`config.mk`:
```
export PLATFORM = sky130hd
export DESIGN_NAME = noc_credit_tx
export DESIGN_NICKNAME = d
export VERILOG_FILES = /design/src/rtl/noc_credit_tx.sv
export SDC_FILE = /design/constraint.sdc
export NUM_CORES = 1
export LEC_CHECK = 0
export BUFFER_PORTS_ARGS = -buffer_cell sky130_fd_sc_hd__buf_2
export CAP_MARGIN = 10
export CORE_ASPECT_RATIO = 0.9
export CORE_MARGIN = 5
export CORE_UTILIZATION = 50
export CTS_CLUSTER_DIAMETER = 100
export DETAILED_ROUTE_END_ITERATION = 12
export PLACE_DENSITY = 0.73
export SYNTH_ARGS = -nofsm -noshare
export SYNTH_HDL_FRONTEND = slang
export SYNTH_SLANG_ARGS = --single-unit
```
`constraint.sdc`:
```
create_clock -name clk_noc -period 3 [get_ports clk_noc]
set_input_delay 0.3 -clock clk_noc [delete_from_list [all_inputs] [get_ports clk_noc]]
set_output_delay 0.3 -clock clk_noc [all_outputs]
set_load 0.005 [all_outputs]
```
`src/rtl/noc_credit_tx.sv`:
```
// Credit-based NoC link transmitter: 2-entry flit buffer in front of a credit-gated send strobe.
// Optional NOC_CREDIT_TX_STATS_EN adds flit/packet/stall statistics counters.
module noc_credit_tx #(
   parameter int unsigned  FLIT_WIDTH        = 32,
   parameter int unsigned  DEST_WIDTH        = 6,
   parameter int unsigned  FLIT_BUFFER_DEPTH = 4,
   localparam int unsigned CREDIT_WIDTH      = $clog2(FLIT_BUFFER_DEPTH + 1)
) (
   input  logic                    clk_noc,
   input  logic                    rst_noc_sync,
   input  logic                    in_valid,
   output logic                    in_ready,
   input  logic [FLIT_WIDTH-1:0]   in_data,
   input  logic [DEST_WIDTH-1:0]   in_dest,
   input  logic                    in_is_tail,
   output logic [FLIT_WIDTH-1:0]   data_out,
   output logic [DEST_WIDTH-1:0]   dest_out,
   output logic                    is_tail_out,
   output logic                    send_out,
   input  logic                    credit_in,
   output logic [CREDIT_WIDTH-1:0] credits,
   output logic                    idle,
   output logic                    err_credit_ovf
`ifdef NOC_CREDIT_TX_STATS_EN
   ,
   output logic [31:0]             stat_flits,
   output logic [31:0]             stat_pkts,
   output logic [31:0]             stat_stall
`endif
);

   localparam logic [CREDIT_WIDTH-1:0] CREDITS_MAX = CREDIT_WIDTH'(FLIT_BUFFER_DEPTH);

   typedef struct packed {
      logic [FLIT_WIDTH-1:0] data;
      logic [DEST_WIDTH-1:0] dest;
      logic                  tail;
   } flit_t;

   typedef enum logic [1:0] {
      EMPTY = 2'd0,
      ONE   = 2'd1,
      FULL  = 2'd2
   } state_e;

   state_e                  state_q, state_d;
   flit_t                   ent0_q, ent0_d;
   flit_t                   ent1_q, ent1_d;
   flit_t                   out_q, out_d;
   logic                    send_q, send_d;
   logic [CREDIT_WIDTH-1:0] credits_q, credits_d;
   logic                    err_q, err_d;
   logic                    in_ready_q, in_ready_d;
   logic                    idle_q, idle_d;

   flit_t in_flit;
   logic  push;
   logic  fire;

   assign in_flit = '{data: in_data, dest: in_dest, tail: in_is_tail};
   assign push    = in_valid & in_ready_q;
   // Credits arriving this cycle only count from the next cycle, keeping fire off credit_in.
   assign fire    = (state_q != EMPTY) && (credits_q != '0);

   always_ff @(posedge clk_noc) begin
      if (rst_noc_sync) begin
         state_q    <= EMPTY;
         ent0_q     <= '0;
         ent1_q     <= '0;
         out_q      <= '0;
         send_q     <= 1'b0;
         credits_q  <= CREDITS_MAX;
         err_q      <= 1'b0;
         in_ready_q <= 1'b1;
         idle_q     <= 1'b1;
      end else begin
         state_q    <= state_d;
         ent0_q     <= ent0_d;
         ent1_q     <= ent1_d;
         out_q      <= out_d;
         send_q     <= send_d;
         credits_q  <= credits_d;
         err_q      <= err_d;
         in_ready_q <= in_ready_d;
         idle_q     <= idle_d;
      end
   end

   // Buffer FSM: ent0 is always the head; a pop shifts ent1 down.
   always_comb begin
      state_d = state_q;
      ent0_d  = ent0_q;
      ent1_d  = ent1_q;
      unique case (state_q)
         EMPTY: begin
            if (push) begin
               ent0_d  = in_flit;
               state_d = ONE;
            end
         end
         ONE: begin
            if (push && fire) begin
               ent0_d = in_flit;
            end else if (push) begin
               ent1_d  = in_flit;
               state_d = FULL;
            end else if (fire) begin
               state_d = EMPTY;
            end
         end
         FULL: begin
            if (fire) begin
               ent0_d  = ent1_q;
               state_d = ONE;
            end
         end
         default: state_d = EMPTY;
      endcase
   end

   // Output register, credit counter and derived status flags.
   always_comb begin
      send_d    = fire;
      out_d     = out_q;
      credits_d = credits_q;
      err_d     = err_q;
      if (fire) begin
         out_d = ent0_q;
      end
      unique case ({fire, credit_in})
         2'b10: credits_d = credits_q - CREDIT_WIDTH'(1);
         2'b01: begin
            if (credits_q == CREDITS_MAX) begin
               err_d = 1'b1;
            end else begin
               credits_d = credits_q + CREDIT_WIDTH'(1);
            end
         end
         default: credits_d = credits_q;
      endcase
      in_ready_d = (state_d != FULL);
      idle_d     = (state_d == EMPTY) && (credits_d == CREDITS_MAX);
   end

   assign data_out       = out_q.data;
   assign dest_out       = out_q.dest;
   assign is_tail_out    = out_q.tail;
   assign send_out       = send_q;
   assign credits        = credits_q;
   assign err_credit_ovf = err_q;
   assign in_ready       = in_ready_q;
   assign idle           = idle_q;

`ifdef NOC_CREDIT_TX_STATS_EN
   logic [31:0] stat_flits_q, stat_flits_d;
   logic [31:0] stat_pkts_q, stat_pkts_d;
   logic [31:0] stat_stall_q, stat_stall_d;

   always_comb begin
      stat_flits_d = stat_flits_q + 32'(fire);
      stat_pkts_d  = stat_pkts_q + 32'(fire & ent0_q.tail);
      stat_stall_d = stat_stall_q + 32'((state_q != EMPTY) && (credits_q == '0));
   end

   always_ff @(posedge clk_noc) begin
      if (rst_noc_sync) begin
         stat_flits_q <= '0;
         stat_pkts_q  <= '0;
         stat_stall_q <= '0;
      end else begin
         stat_flits_q <= stat_flits_d;
         stat_pkts_q  <= stat_pkts_d;
         stat_stall_q <= stat_stall_d;
      end
   end

   assign stat_flits = stat_flits_q;
   assign stat_pkts  = stat_pkts_q;
   assign stat_stall = stat_stall_q;
`endif

endmodule
```
==> flow_summary.toml <==
[cts]
cts_setup_buffers = 0
cts.repair.resized = 0
insertion_delay_ps = 520
clk_pin_slew_ps = 60
htreeDepth = 4
clock_path_buffers = 2
cts_buffers = 17
holdBufCountCts = 0
cts.sinks = 126
root_buffer = "clkbuf_8"
cts_tree = "built"

[global_routing]
antenna_found_initial = 0
top_usage_layer = "met2"
grtUsageTotal = 0.207
overflow = 0
grt_use_met3 = 0.0532
met2_usage = 0.334
grt_max_degree = 57
grt_pass1_vias = 4171
grt_pass1_wl_um = 20200
met1_usage = 0.267

[pwr]
worst_ir_drop_vdd_mv = 0.543
power-per-cell-area_nw_per_um2 = 747
p_leak_nw = 2.71

[timing]
setup_tns_ps = 0
fmax_mhz = 432
period_share = 0.772
relSlewSlack = 0.443
finalHoldViolCount = 0
rsz0062_at_grt = "false"
fin_crit_ps = 2320
worst_pin_slew_ps = 833
worst_slack_ps = 683
skew_ps = 8.31
drv_slew = 0
setup_viol = 0

[job]
cap_violations = 0

[critical_path]
cp.arrival_ps = 2750
startpoint_type = "flip-flop"
crit_type = "reg2reg"
cp-end-kind = "flip-flop"
reg2reg_from = "credits[0]$_SDFF_PP0_"
critPathMaxFanout = 23
crit_required_ps = 3430
ff2ff_path_depth = 7
rr_endpoint = "ent1_q[15]$_SDFFE_PP0P_"
ff2ff_setup_slack_ps = 680

[logic_synthesis]
postSynth.asyncResetShare = 0
syn_inst = 577
yosysSeqAreaShare = 0.506
synth_ff_type = "dfxtp_1"
synth-compound-area-share = 0.167
synth_top_family_by_area = "simple AND/OR/NAND/NOR gates"
postSynthAreaPerCell_um2 = 8.64
syn_nets = 625
yosys_warnings = 0
syn_area_um2 = 4980
synth-edff-count = 0
synth_mux_area_frac = 0.0823
yosysUniqueCellTypes = 32
synth_simple_gate_area_frac = 0.185
synth_xor_area_frac = 0
synth_seq_cells = 126
synth_adder_area_share = 0.0126

[hold_path]
min_to = "ent1_q[0]$_SDFFE_PP0P_"
min_path_type = "in2reg"
hold_depth = 3
min_from = "in_is_tail"

[detailed_routing]
routed_via_density = 5.46
drtPass1Iterations = 5
drc = 0
first_iter_violations = 286
wire_per_inst_um = 15.5
num_vias = 4286
ant_nets = 0
drt-total-wl_um = 12200

[layout]
area_growth_pct = 23.0
nFillCells = 803
multiInputGateArea_um2 = 2250
diodes = 0
regArea_um2 = 2520
nNetsFinal = 696
drive_above_1_share = 0.223

[placed_design]
place_ws_ps = 733
globalplace.congestion = 0.931
hpwlAfterDp_um = 7560
port_buffers = 88

[die]
boundaryPins = 89
die_w_um = 115
dieArea_um2 = 12100
coreArea_um2 = 9700
initial_core_util = 0.514
row_count = 34
die_y_um = 105

[run_status]
status = "finished clean"
==> registers in the layout, summed over array words and instances (netlist names) <==
signal,count
credits,3
ent0_q,39
is_tail_out,1
state_q,2
ent1_q,39
data_out,32
err_credit_ovf,1
dest_out,6
send_out,1
idle,1
in_ready,1
==> layout make-up <==
type,count,share of cell area
sequential,126,0.412
multi-input combinational,396,0.367
tap,126,0.0257
inverter,6,0.00367
clock inverter,6,0.0212
clock buffer,24,0.0800
timing repair buffer,101,0.0902
==> worst max-delay path by stage <==
stage	from	end	slack [ps]	depth (start not counted)
3_5_place_dp	credits[0]$_SDFF_PP0_	ent1_q[18]$_SDFFE_PP0P_	730	7
6_report	credits[0]$_SDFF_PP0_	ent1_q[15]$_SDFFE_PP0P_	680	7
2_1_floorplan	credits[0]$_SDFF_PP0_	credits[2]$_SDFF_PP1_	540	10
5_1_grt	credits[0]$_SDFF_PP0_	ent1_q[24]$_SDFFE_PP0P_	470	7
3_3_place_gp	credits[0]$_SDFF_PP0_	ent1_q[23]$_SDFFE_PP0P_	820	7
4_1_cts	credits[0]$_SDFF_PP0_	ent1_q[15]$_SDFFE_PP0P_	690	7
==> cell families (layout without fill, tap and decap cells) <==
family | Yosys count | after routing
simple gates | 219 | 219
buf+inv | 55 | 137
fa+ha+maj | 5 | 5
mux | 41 | 41
flops | 126 | 126
compound gates | 131 | 131
==> cells in the final DEF (no fill, tap or decap), types with 2 or more instances in the layout <==
cell	synthesis	layout
buf_4	1	13
inv_1	6	6
mux2i_1	41	41
bufinv_16	0	4
ha_1	5	5
nor3_1	41	40
dfxtp_1	126	126
and3b_1	3	2
nor2_1	7	7
a211oi_2	10	10
clkbuf_16	0	16
clkinv_2	0	2
clkbuf_8	0	6
nand2_1	160	160
buf_2	14	87
a211oi_1	30	30
clkbuf_1	32	2
a21oi_1	82	82
or2_2	1	2
==> metrics by stage <==
stage / instance area, um^2 / hold slack, ps / util / power (W) / cells
3_3_place_gp: 5510 / 440 / 0.568 / 0.00244 / 755
2_1_floorplan: 4980 / 433 / - / 0.00227 / 577
3_5_place_dp: 5510 / 443 / 0.568 / 0.00247 / 755
6_report: 6130 / 31.0 / 0.632 / 0.00458 / 785
5_1_grt: 6130 / 31.4 / 0.632 / 0.00476 / 785
4_1_cts: 6130 / 11.0 / 0.632 / 0.00461 / 785
==> synth_stat cells (2+ instances only) <==
cell | number | area share
mux2i_1 | 41 | 0.082
a211oi_1 | 30 | 0.045
dfxtp_1 | 126 | 0.51
a211oi_2 | 10 | 0.025
ha_1 | 5 | 0.013
and3b_1 | 3 | 0.0053
clkbuf_1 | 32 | 0.024
nand2_1 | 160 | 0.12
a21oi_1 | 82 | 0.082
inv_1 | 6 | 0.0045
nor3_1 | 41 | 0.041
nor2_1 | 7 | 0.0053
nand2b_1 | 2 | 0.0025
buf_2 | 14 | 0.014
==> power breakdown <==
| part | switching (W) | internal [W] | leakage (nW) |
|---|---|---|---|
| clock | 0.000695 | 0.00145 | 0.307 |
| sequential | 0.0000693 | 0.00180 | 1.03 |
| combinational | 0.000345 | 0.000222 | 1.38 |
| total | 0.00111 | 0.00347 | 2.71 |
==> layer usage <==
| layer | routed length [um] | vias up |
|---|---|---|
| li1 | - | 2113 |
| met1 | 5380 | 2030 |
| met2 | 5890 | 122 |
| met3 | 692 | 21 |
| met4 | 212 | 0 |
| met5 | 0 | - |
==> critical path, cell delays in order, from the launching register on <==
cell	delay, ps
dfxtp_1	380
inv_1	90
ha_1	280
and3b_1	260
nand2_1	630
buf_4	350
nand2_1	70
a21oi_1	170
Note: power is estimated with default switching activity, not from simulation.
